## config.mk

```make
export PLATFORM = sky130hd
export DESIGN_NAME = ucie_ctl_tx_buffer_flat
export DESIGN_NICKNAME = d
export VERILOG_FILES = /design/src/rtl/ucie_ctl_tx_buffer_pkg.sv /design/src/rtl/ucie_ctl_tx_buffer_if.sv /design/src/rtl/ucie_ctl_tx_out_stage.sv /design/src/rtl/ucie_ctl_tx_buffer.sv /design/src/flat_wrapper.sv
export SDC_FILE = /design/constraint.sdc
export NUM_CORES = 1
export LEC_CHECK = 0
export BUFFER_PORTS_ARGS = -buffer_cell sky130_fd_sc_hd__clkbuf_2
export CORE_ASPECT_RATIO = 1.25
export CORE_MARGIN = 1.5
export CORE_UTILIZATION = 28
export CTS_BUF_LIST = sky130_fd_sc_hd__clkbuf_4 sky130_fd_sc_hd__clkbuf_8 sky130_fd_sc_hd__clkbuf_16
export DETAILED_ROUTE_END_ITERATION = 10
export GPL_TIMING_DRIVEN = 1
export REMOVE_ABC_BUFFERS = 1
export SLEW_MARGIN = 25
export SYNTH_ARGS = -nofsm -noshare
export SYNTH_HDL_FRONTEND = slang
export SYNTH_SLANG_ARGS = --single-unit
```

## constraint.sdc

```tcl
create_clock -name i_clk -period 6.1 [get_ports i_clk]
set_clock_uncertainty 0.05 [all_clocks]
set_input_delay 1.22 -clock i_clk [delete_from_list [all_inputs] [get_ports i_clk]]
set_output_delay 1.22 -clock i_clk [all_outputs]
set_load 0.01 [all_outputs]
```

## src/rtl/ucie_ctl_tx_buffer_pkg.sv

```systemverilog
// Shared definitions for the UCIe controller TX elastic buffer.
// Build-time defaults: `NBYTES (bytes per beat) and `TX_DEPTH (FIFO entries),
// both overridable from the command line. The optional statistics counters
// are enabled with the UCIE_CTL_TX_STATS_EN macro.
`ifndef NBYTES
`define NBYTES 8
`endif
`ifndef TX_DEPTH
`define TX_DEPTH 4
`endif

package ucie_ctl_tx_buffer_pkg;

  localparam int NBYTES_DEF   = `NBYTES;
  localparam int TX_DEPTH_DEF = `TX_DEPTH;

  // Width of the saturating statistics counters.
  localparam int STATS_W = 16;

  typedef enum logic [1:0] {
    TX_IDLE  = 2'd0,
    TX_RUN   = 2'd1,
    TX_DRAIN = 2'd2
  } tx_state_e;

endpackage

```

## src/rtl/ucie_ctl_tx_buffer_if.sv

```systemverilog
// FDI-side and RDI-side transmit streams of the TX buffer.
// Handshake rule for both streams: a beat transfers on a rising clock edge
// where valid and trdy are both high. The source holds data stable while
// valid is high and trdy is low; trdy never depends combinationally on valid.
//   fdi_*: protocol layer (source) -> buffer (sink)
//   rdi_*: buffer (source) -> physical layer (sink)
interface ucie_ctl_tx_buffer_if
  import ucie_ctl_tx_buffer_pkg::*;
#(
  parameter int NBYTES = NBYTES_DEF
) ();

  logic [NBYTES*8-1:0] fdi_lp_data;
  logic                fdi_lp_valid;
  logic                fdi_pl_trdy;
  logic [NBYTES*8-1:0] rdi_lp_data;
  logic                rdi_lp_valid;
  logic                rdi_pl_trdy;

  // The buffer's view.
  modport slave (
    input  fdi_lp_data, fdi_lp_valid, rdi_pl_trdy,
    output fdi_pl_trdy, rdi_lp_data, rdi_lp_valid
  );

  // The surrounding layers' view (protocol source plus physical sink).
  modport master (
    output fdi_lp_data, fdi_lp_valid, rdi_pl_trdy,
    input  fdi_pl_trdy, rdi_lp_data, rdi_lp_valid
  );

endinterface

```

## src/rtl/ucie_ctl_tx_out_stage.sv

```systemverilog
// Registered output stage of the TX buffer: holds one beat for the physical
// layer and keeps it stable until it is accepted. The parent decides when a
// new beat may be loaded (only when the register is empty or being drained).
module ucie_ctl_tx_out_stage #(
  parameter int W = 64
) (
  input  logic         i_clk,
  input  logic         i_rst,
  input  logic         i_load,
  input  logic [W-1:0] i_load_data,
  input  logic         i_pl_trdy,
  output logic [W-1:0] o_data,
  output logic         o_valid
);

  // Load takes priority over release; data only changes on a load.
  always_ff @(posedge i_clk or posedge i_rst) begin
    if (i_rst) begin
      o_data  <= '0;
      o_valid <= 1'b0;
    end else if (i_load) begin
      o_data  <= i_load_data;
      o_valid <= 1'b1;
    end else if (o_valid && i_pl_trdy) begin
      o_valid <= 1'b0;
    end
  end

endmodule

```

## src/rtl/ucie_ctl_tx_buffer.sv

```systemverilog
// UCIe controller TX elastic buffer: circular FIFO between the FDI transmit
// stream and the RDI transmit interface, followed by a registered output
// stage. DEPTH must be a power of two and at least 2; pointers wrap
// naturally. Optional statistics (beat and stall counters) are built when
// UCIE_CTL_TX_STATS_EN is defined.
module ucie_ctl_tx_buffer
  import ucie_ctl_tx_buffer_pkg::*;
#(
  parameter int NBYTES = NBYTES_DEF,
  parameter int DEPTH  = TX_DEPTH_DEF
) (
  input  logic                      i_clk,
  input  logic                      i_rst,
  input  logic                      i_buffer_en,
  ucie_ctl_tx_buffer_if.slave       bus,
  output logic                      o_overflow_detected,
  output logic                      o_busy,
  output tx_state_e                 o_dbg_state
`ifdef UCIE_CTL_TX_STATS_EN
  ,
  output logic [STATS_W-1:0]        o_tx_beat_count,
  output logic [STATS_W-1:0]        o_tx_stall_count
`endif
);

  localparam int W  = NBYTES * 8;
  localparam int AW = $clog2(DEPTH);
  localparam int CW = AW + 1;
  localparam logic [CW-1:0] FULL = CW'(DEPTH);

  logic [W-1:0]  r_mem [DEPTH];
  logic [AW-1:0] r_wr_ptr;
  logic [AW-1:0] r_rd_ptr;
  logic [CW-1:0] r_count;
  tx_state_e     r_state;
  tx_state_e     s_next;

  logic          s_trdy;
  logic          s_push;
  logic          s_load;
  logic          s_out_valid;
  logic [W-1:0]  s_out_data;

  assign s_push = bus.fdi_lp_valid && s_trdy;
  assign s_load = (!s_out_valid || bus.rdi_pl_trdy) && (r_count != '0) &&
                  (r_state != TX_IDLE);

  // State register.
  always_ff @(posedge i_clk or posedge i_rst) begin
    if (i_rst) r_state <= TX_IDLE;
    else       r_state <= s_next;
  end

  // Next-state logic: DRAIN empties FIFO and output register before IDLE.
  always_comb begin
    s_next = r_state;
    case (r_state)
      TX_IDLE:  if (i_buffer_en) s_next = TX_RUN;
      TX_RUN:   if (!i_buffer_en)
                  s_next = ((r_count != '0) || s_out_valid) ? TX_DRAIN : TX_IDLE;
      TX_DRAIN: if (i_buffer_en)
                  s_next = TX_RUN;
                else if ((r_count == '0) && (!s_out_valid || bus.rdi_pl_trdy))
                  s_next = TX_IDLE;
      default:  s_next = TX_IDLE;
    endcase
  end

  // State-derived outputs; trdy comes only from registered state and count.
  always_comb begin
    s_trdy      = (r_state == TX_RUN) && (r_count < FULL);
    o_busy      = (r_state != TX_IDLE) || s_out_valid;
    o_dbg_state = r_state;
  end

  assign bus.fdi_pl_trdy  = s_trdy;
  assign bus.rdi_lp_data  = s_out_data;
  assign bus.rdi_lp_valid = s_out_valid;

  // Storage array; contents are don't-care after reset.
  always_ff @(posedge i_clk) begin
    if (s_push) r_mem[r_wr_ptr] <= bus.fdi_lp_data;
  end

  // Pointers and occupancy; simultaneous push and load leave count unchanged.
  always_ff @(posedge i_clk or posedge i_rst) begin
    if (i_rst) begin
      r_wr_ptr <= '0;
      r_rd_ptr <= '0;
      r_count  <= '0;
    end else begin
      if (s_push) r_wr_ptr <= r_wr_ptr + AW'(1);
      if (s_load) r_rd_ptr <= r_rd_ptr + AW'(1);
      case ({s_push, s_load})
        2'b10:   r_count <= r_count + CW'(1);
        2'b01:   r_count <= r_count - CW'(1);
        default: r_count <= r_count;
      endcase
    end
  end

  // Sticky flag: a beat offered in RUN while the FIFO is full is dropped.
  always_ff @(posedge i_clk or posedge i_rst) begin
    if (i_rst)
      o_overflow_detected <= 1'b0;
    else if (bus.fdi_lp_valid && (r_state == TX_RUN) && (r_count == FULL))
      o_overflow_detected <= 1'b1;
  end

  ucie_ctl_tx_out_stage #(.W(W)) u_out_stage (
    .i_clk       (i_clk),
    .i_rst       (i_rst),
    .i_load      (s_load),
    .i_load_data (r_mem[r_rd_ptr]),
    .i_pl_trdy   (bus.rdi_pl_trdy),
    .o_data      (s_out_data),
    .o_valid     (s_out_valid)
  );

`ifdef UCIE_CTL_TX_STATS_EN
  // Saturating counters of accepted output beats and backpressured cycles.
  always_ff @(posedge i_clk or posedge i_rst) begin
    if (i_rst) begin
      o_tx_beat_count  <= '0;
      o_tx_stall_count <= '0;
    end else begin
      if (s_out_valid && bus.rdi_pl_trdy && (o_tx_beat_count != '1))
        o_tx_beat_count <= o_tx_beat_count + STATS_W'(1);
      if (s_out_valid && !bus.rdi_pl_trdy && (o_tx_stall_count != '1))
        o_tx_stall_count <= o_tx_stall_count + STATS_W'(1);
    end
  end
`endif

endmodule

```

## src/flat_wrapper.sv

```systemverilog
// flat-port wrapper written by rule: the top's interface ports become plain ports
module ucie_ctl_tx_buffer_flat import ucie_ctl_tx_buffer_pkg::*;
#(
  parameter int NBYTES = NBYTES_DEF,
  parameter int DEPTH  = TX_DEPTH_DEF
)
  (i_clk, i_rst, i_buffer_en, o_overflow_detected, o_busy, o_dbg_state, bus_fdi_lp_data, bus_fdi_lp_valid, bus_rdi_pl_trdy, bus_fdi_pl_trdy, bus_rdi_lp_data, bus_rdi_lp_valid);
  ucie_ctl_tx_buffer_if #(.NBYTES(NBYTES)) bus_i ();
  input  logic i_clk;
  input  logic i_rst;
  input  logic i_buffer_en;
  output logic o_overflow_detected;
  output logic o_busy;
  output tx_state_e o_dbg_state;
  input wire logic [$bits(bus_i.fdi_lp_data)-1:0] bus_fdi_lp_data;
  input wire logic [$bits(bus_i.fdi_lp_valid)-1:0] bus_fdi_lp_valid;
  input wire logic [$bits(bus_i.rdi_pl_trdy)-1:0] bus_rdi_pl_trdy;
  output wire logic [$bits(bus_i.fdi_pl_trdy)-1:0] bus_fdi_pl_trdy;
  output wire logic [$bits(bus_i.rdi_lp_data)-1:0] bus_rdi_lp_data;
  output wire logic [$bits(bus_i.rdi_lp_valid)-1:0] bus_rdi_lp_valid;
  assign bus_i.fdi_lp_data = bus_fdi_lp_data;
  assign bus_i.fdi_lp_valid = bus_fdi_lp_valid;
  assign bus_i.rdi_pl_trdy = bus_rdi_pl_trdy;
  assign bus_fdi_pl_trdy = bus_i.fdi_pl_trdy;
  assign bus_rdi_lp_data = bus_i.rdi_lp_data;
  assign bus_rdi_lp_valid = bus_i.rdi_lp_valid;
  ucie_ctl_tx_buffer #(.NBYTES(NBYTES), .DEPTH(DEPTH)) u_core (.i_clk(i_clk), .i_rst(i_rst), .i_buffer_en(i_buffer_en), .bus(bus_i), .o_overflow_detected(o_overflow_detected), .o_busy(o_busy), .o_dbg_state(o_dbg_state));
endmodule
```

==> results.yml <==
power:
  intPower_mw: 5.115
  cellPowerDensity_nw_per_um2: 465.7
  leakage_nw: 5.393
  clock_power_share_pct: 30.7
  p_sw_mw: 1.851
  ir_drop_uv: 209.3
  p_seq_share_pct: 44.2
  p_comb_share_pct: 25.1
  switching_share_pct: 26.57
clock_network:
  cts_root_buf: "clkbuf_16"
  htreeDepth: 2
  cts.path.max_buffers: 3
  post-cts-setup-buffers: 0
  clock_sinks: 331
  cts_tree: "yes"
  cts_resized: 0
  cts_buffers: 35
  cts_hold_buf: 0
  clk_pin_slew_ns: 0.06
  clock_latency_ns: 0.49
synthesis:
  synth_area_leader_cell: "edfxtp_1"
  yosys_warnings: 0
  synth_edf_count: 256
  syn_area_um2: 12370
  async_reset_ff_share_pct: 22.66
  synth_seq_area_share_pct: 77.34
  ys_top_cells_by_count: "256 x edfxtp_1, 75 x dfrtp_1, 64 x mux4_2, 38 x mux2_4, 27 x mux2_2"
  syn_avg_cell_area_um2: 23.60
  synth_cells: 524
  synth_ff_type: "edfxtp_1"
  yosys-top-cells-area: "edfxtp_1 62%, dfrtp_1 15%, mux4_2 12%"
  synth_cell_type_count: 34
  ys_ff_latch: 331
  synth_most_common_cell: "edfxtp_1"
  synth_top_cell_area_share_pct: 62.16
hold_path:
  holdPathStages: 1
  min_from: "u_core.o_overflow_detected$_DFFE_PP0P_"
  hold_end: "u_core.o_overflow_detected$_DFFE_PP0P_"
  hp-class: "reg -> reg"
floorplanning:
  row_count: 85
  coreArea_um2: 43290
  die_area_um2: 45450
  die_h_um: 238.0
  ios: 139
  die_w_um: 191.0
  initial_core_util_pct: 28.57
route:
  avgViaCountPerCell: 4.295
  num_vias: 5485
  drt_iter0_drc: 330
  drt-total-wl_um: 24520
  ant_nets: 0
  wl_per_cell_um: 19.20
  first_pass_iters: 4
  drt_drc_violations_left: 0
flow_run:
  cap_violations: 0
placed_design:
  place_inst: 1208
  gp_congestion: 0.6333
  hpwl_um: 14200
  port_buffers: 138
cells_and_area:
  drive_above_1_share_pct: 48.60
  num_antenna_cells: 0
  nNetsFinal: 761
  fin_util_pct: 34.56
  instances_no_fill: 1277
  area_growth_pct: 20.95
sta:
  rsz0062_at_grt: "no"
  slew_headroom_pct: 45.30
  fin_tns_setup_ns: 0
  period_share_pct: 44.82
  hold_viol: 0
  worst_pin_slew_ns: 0.8205
  holdWs_ns: 0.4253
  max_freq_mhz: 365.8
  setup_viol: 0
  report.final.slew_viol_count: 0
  min_period_ns: 2.734
setup_path:
  worstPathRequired_ns: 4.83
  cp-start-kind: "register"
  worstSetupEndpointType: "primary output"
  reg2reg_slack_ns: 3.77
  path_class: "reg -> out"
  worstRegToRegCells: 4
  r2r-end: "u_core.r_mem[3][11]$_DFFE_PP_"
  cp_data_arrival_time_ns: 1.46
  r2r_start: "u_core.o_dbg_state[1]$_DFFE_PP0P_"
  critPathMaxFanout: 8
global_routing:
  grt_start_max_net_pins: 76
  grt_pass1_vias: 5910
  grt_overflow: 0
  grt.total_usage_pct: 10.89
  antenna_found_initial: 1
  grt_pass1_wl_um: 37070
run_status:
  status: "finished, final reports clean"
[power by group through the flow]
| stage | Clock [mW] | Sequential (mW) | Combinational [mW] |
|---|---|---|---|
| floorplan | 0 | 3.24 | 1.07 |
| global placement | 0 | 3.25 | 1.64 |
| detailed placement | 0 | 3.25 | 1.67 |
| CTS | 2.20 | 3.21 | 1.67 |
| global route | 2.28 | 3.14 | 1.91 |
| finish | 2.14 | 3.08 | 1.75 |
[registers in the layout (all words and copies together) (netlist names)]
signal and flops:
u_core.r_count 3, u_core.u_out_stage.o_data 64, u_core.r_mem 256, u_core.u_out_stage.o_valid 1, u_core.r_wr_ptr 2, u_core.o_dbg_state 2
u_core.r_rd_ptr 2, u_core.o_overflow_detected 1
[cell families (layout without fill, tap and decap cells)]
logic type / after synthesis / in the layout / synth area share, %
xor+xnor: 6 / 6 / 0.4250
flops: 331 / 331 / 77.34
simple gates: 18 / 18 / 0.9106
fa+ha+maj: 6 / 6 / 0.6678
compound gates: 5 / 5 / 0.2934
buf+inv: 28 / 216 / 1.558
mux: 130 / 130 / 18.81
[worst max-delay path by stage]
stage,startpoint,to
after global routing,u_core.o_dbg_state[1]$_DFFE_PP0P_,o_busy
after CTS,u_core.r_rd_ptr[0]$_DFFE_PP0P_,u_core.u_out_stage.o_data[14]$_DFFE_PP0P_
after floorplan,u_core.r_rd_ptr[0]$_DFFE_PP0P_,u_core.u_out_stage.o_data[17]$_DFFE_PP0P_
after global placement,bus_fdi_lp_valid,u_core.r_mem[1][54]$_DFFE_PP_
final,u_core.o_dbg_state[1]$_DFFE_PP0P_,o_busy
after detailed placement,bus_fdi_lp_valid,u_core.r_mem[3][7]$_DFFE_PP_
[metal layers]
layer | vias up | part of all wire (%) | global-route usage (%)
met4 | 0 | 2.1 | 3.436
met1 | 2867 | 41 | 13.74
li1 | 2463 | - | -
met2 | 119 | 51 | 18.08
met5 | - | 0 | 0
met3 | 36 | 6.0 | 3.000
[area by class of cell]
type | count | area [µm²]
Fill cell | 4055 | 28330
Sequential cell | 331 | 9572
Multi-Input combinational cell | 165 | 2620
Clock buffer | 55 | 1092
Timing Repair Buffer | 146 | 844.6
Tap cell | 565 | 706.9
Clock inverter | 8 | 91.34
Inverter | 7 | 31.28
[cell usage in the layout, fill, tap and decap left out, drive strengths merged, types with 4 or more instances in the layout]
master	count
edfxtp	256
clkinv	6
clkbuf	193
dfrtp	75
nor2	4
mux4	64
buf	8
mux2	65
and2	4
ha	5
inv	7
[critical path, stage by stage (launching register included)]
cell,delay (ns)
dfrtp_1,0.45
or3_1,0.39
clkbuf_2,0.13
[stage by stage]
stage | worst slack, ns | instance area (µm²) | power (mW)
3_3_place_gp | 2.851 | 13630 | 4.884
6_report | 3.366 | 14960 | 6.966
3_5_place_dp | 2.833 | 13640 | 4.915
4_1_cts | 3.325 | 14820 | 7.078
5_1_grt | 3.303 | 14960 | 7.325
2_1_floorplan | 2.421 | 12200 | 4.312
Power figures use the tool's default switching activity.
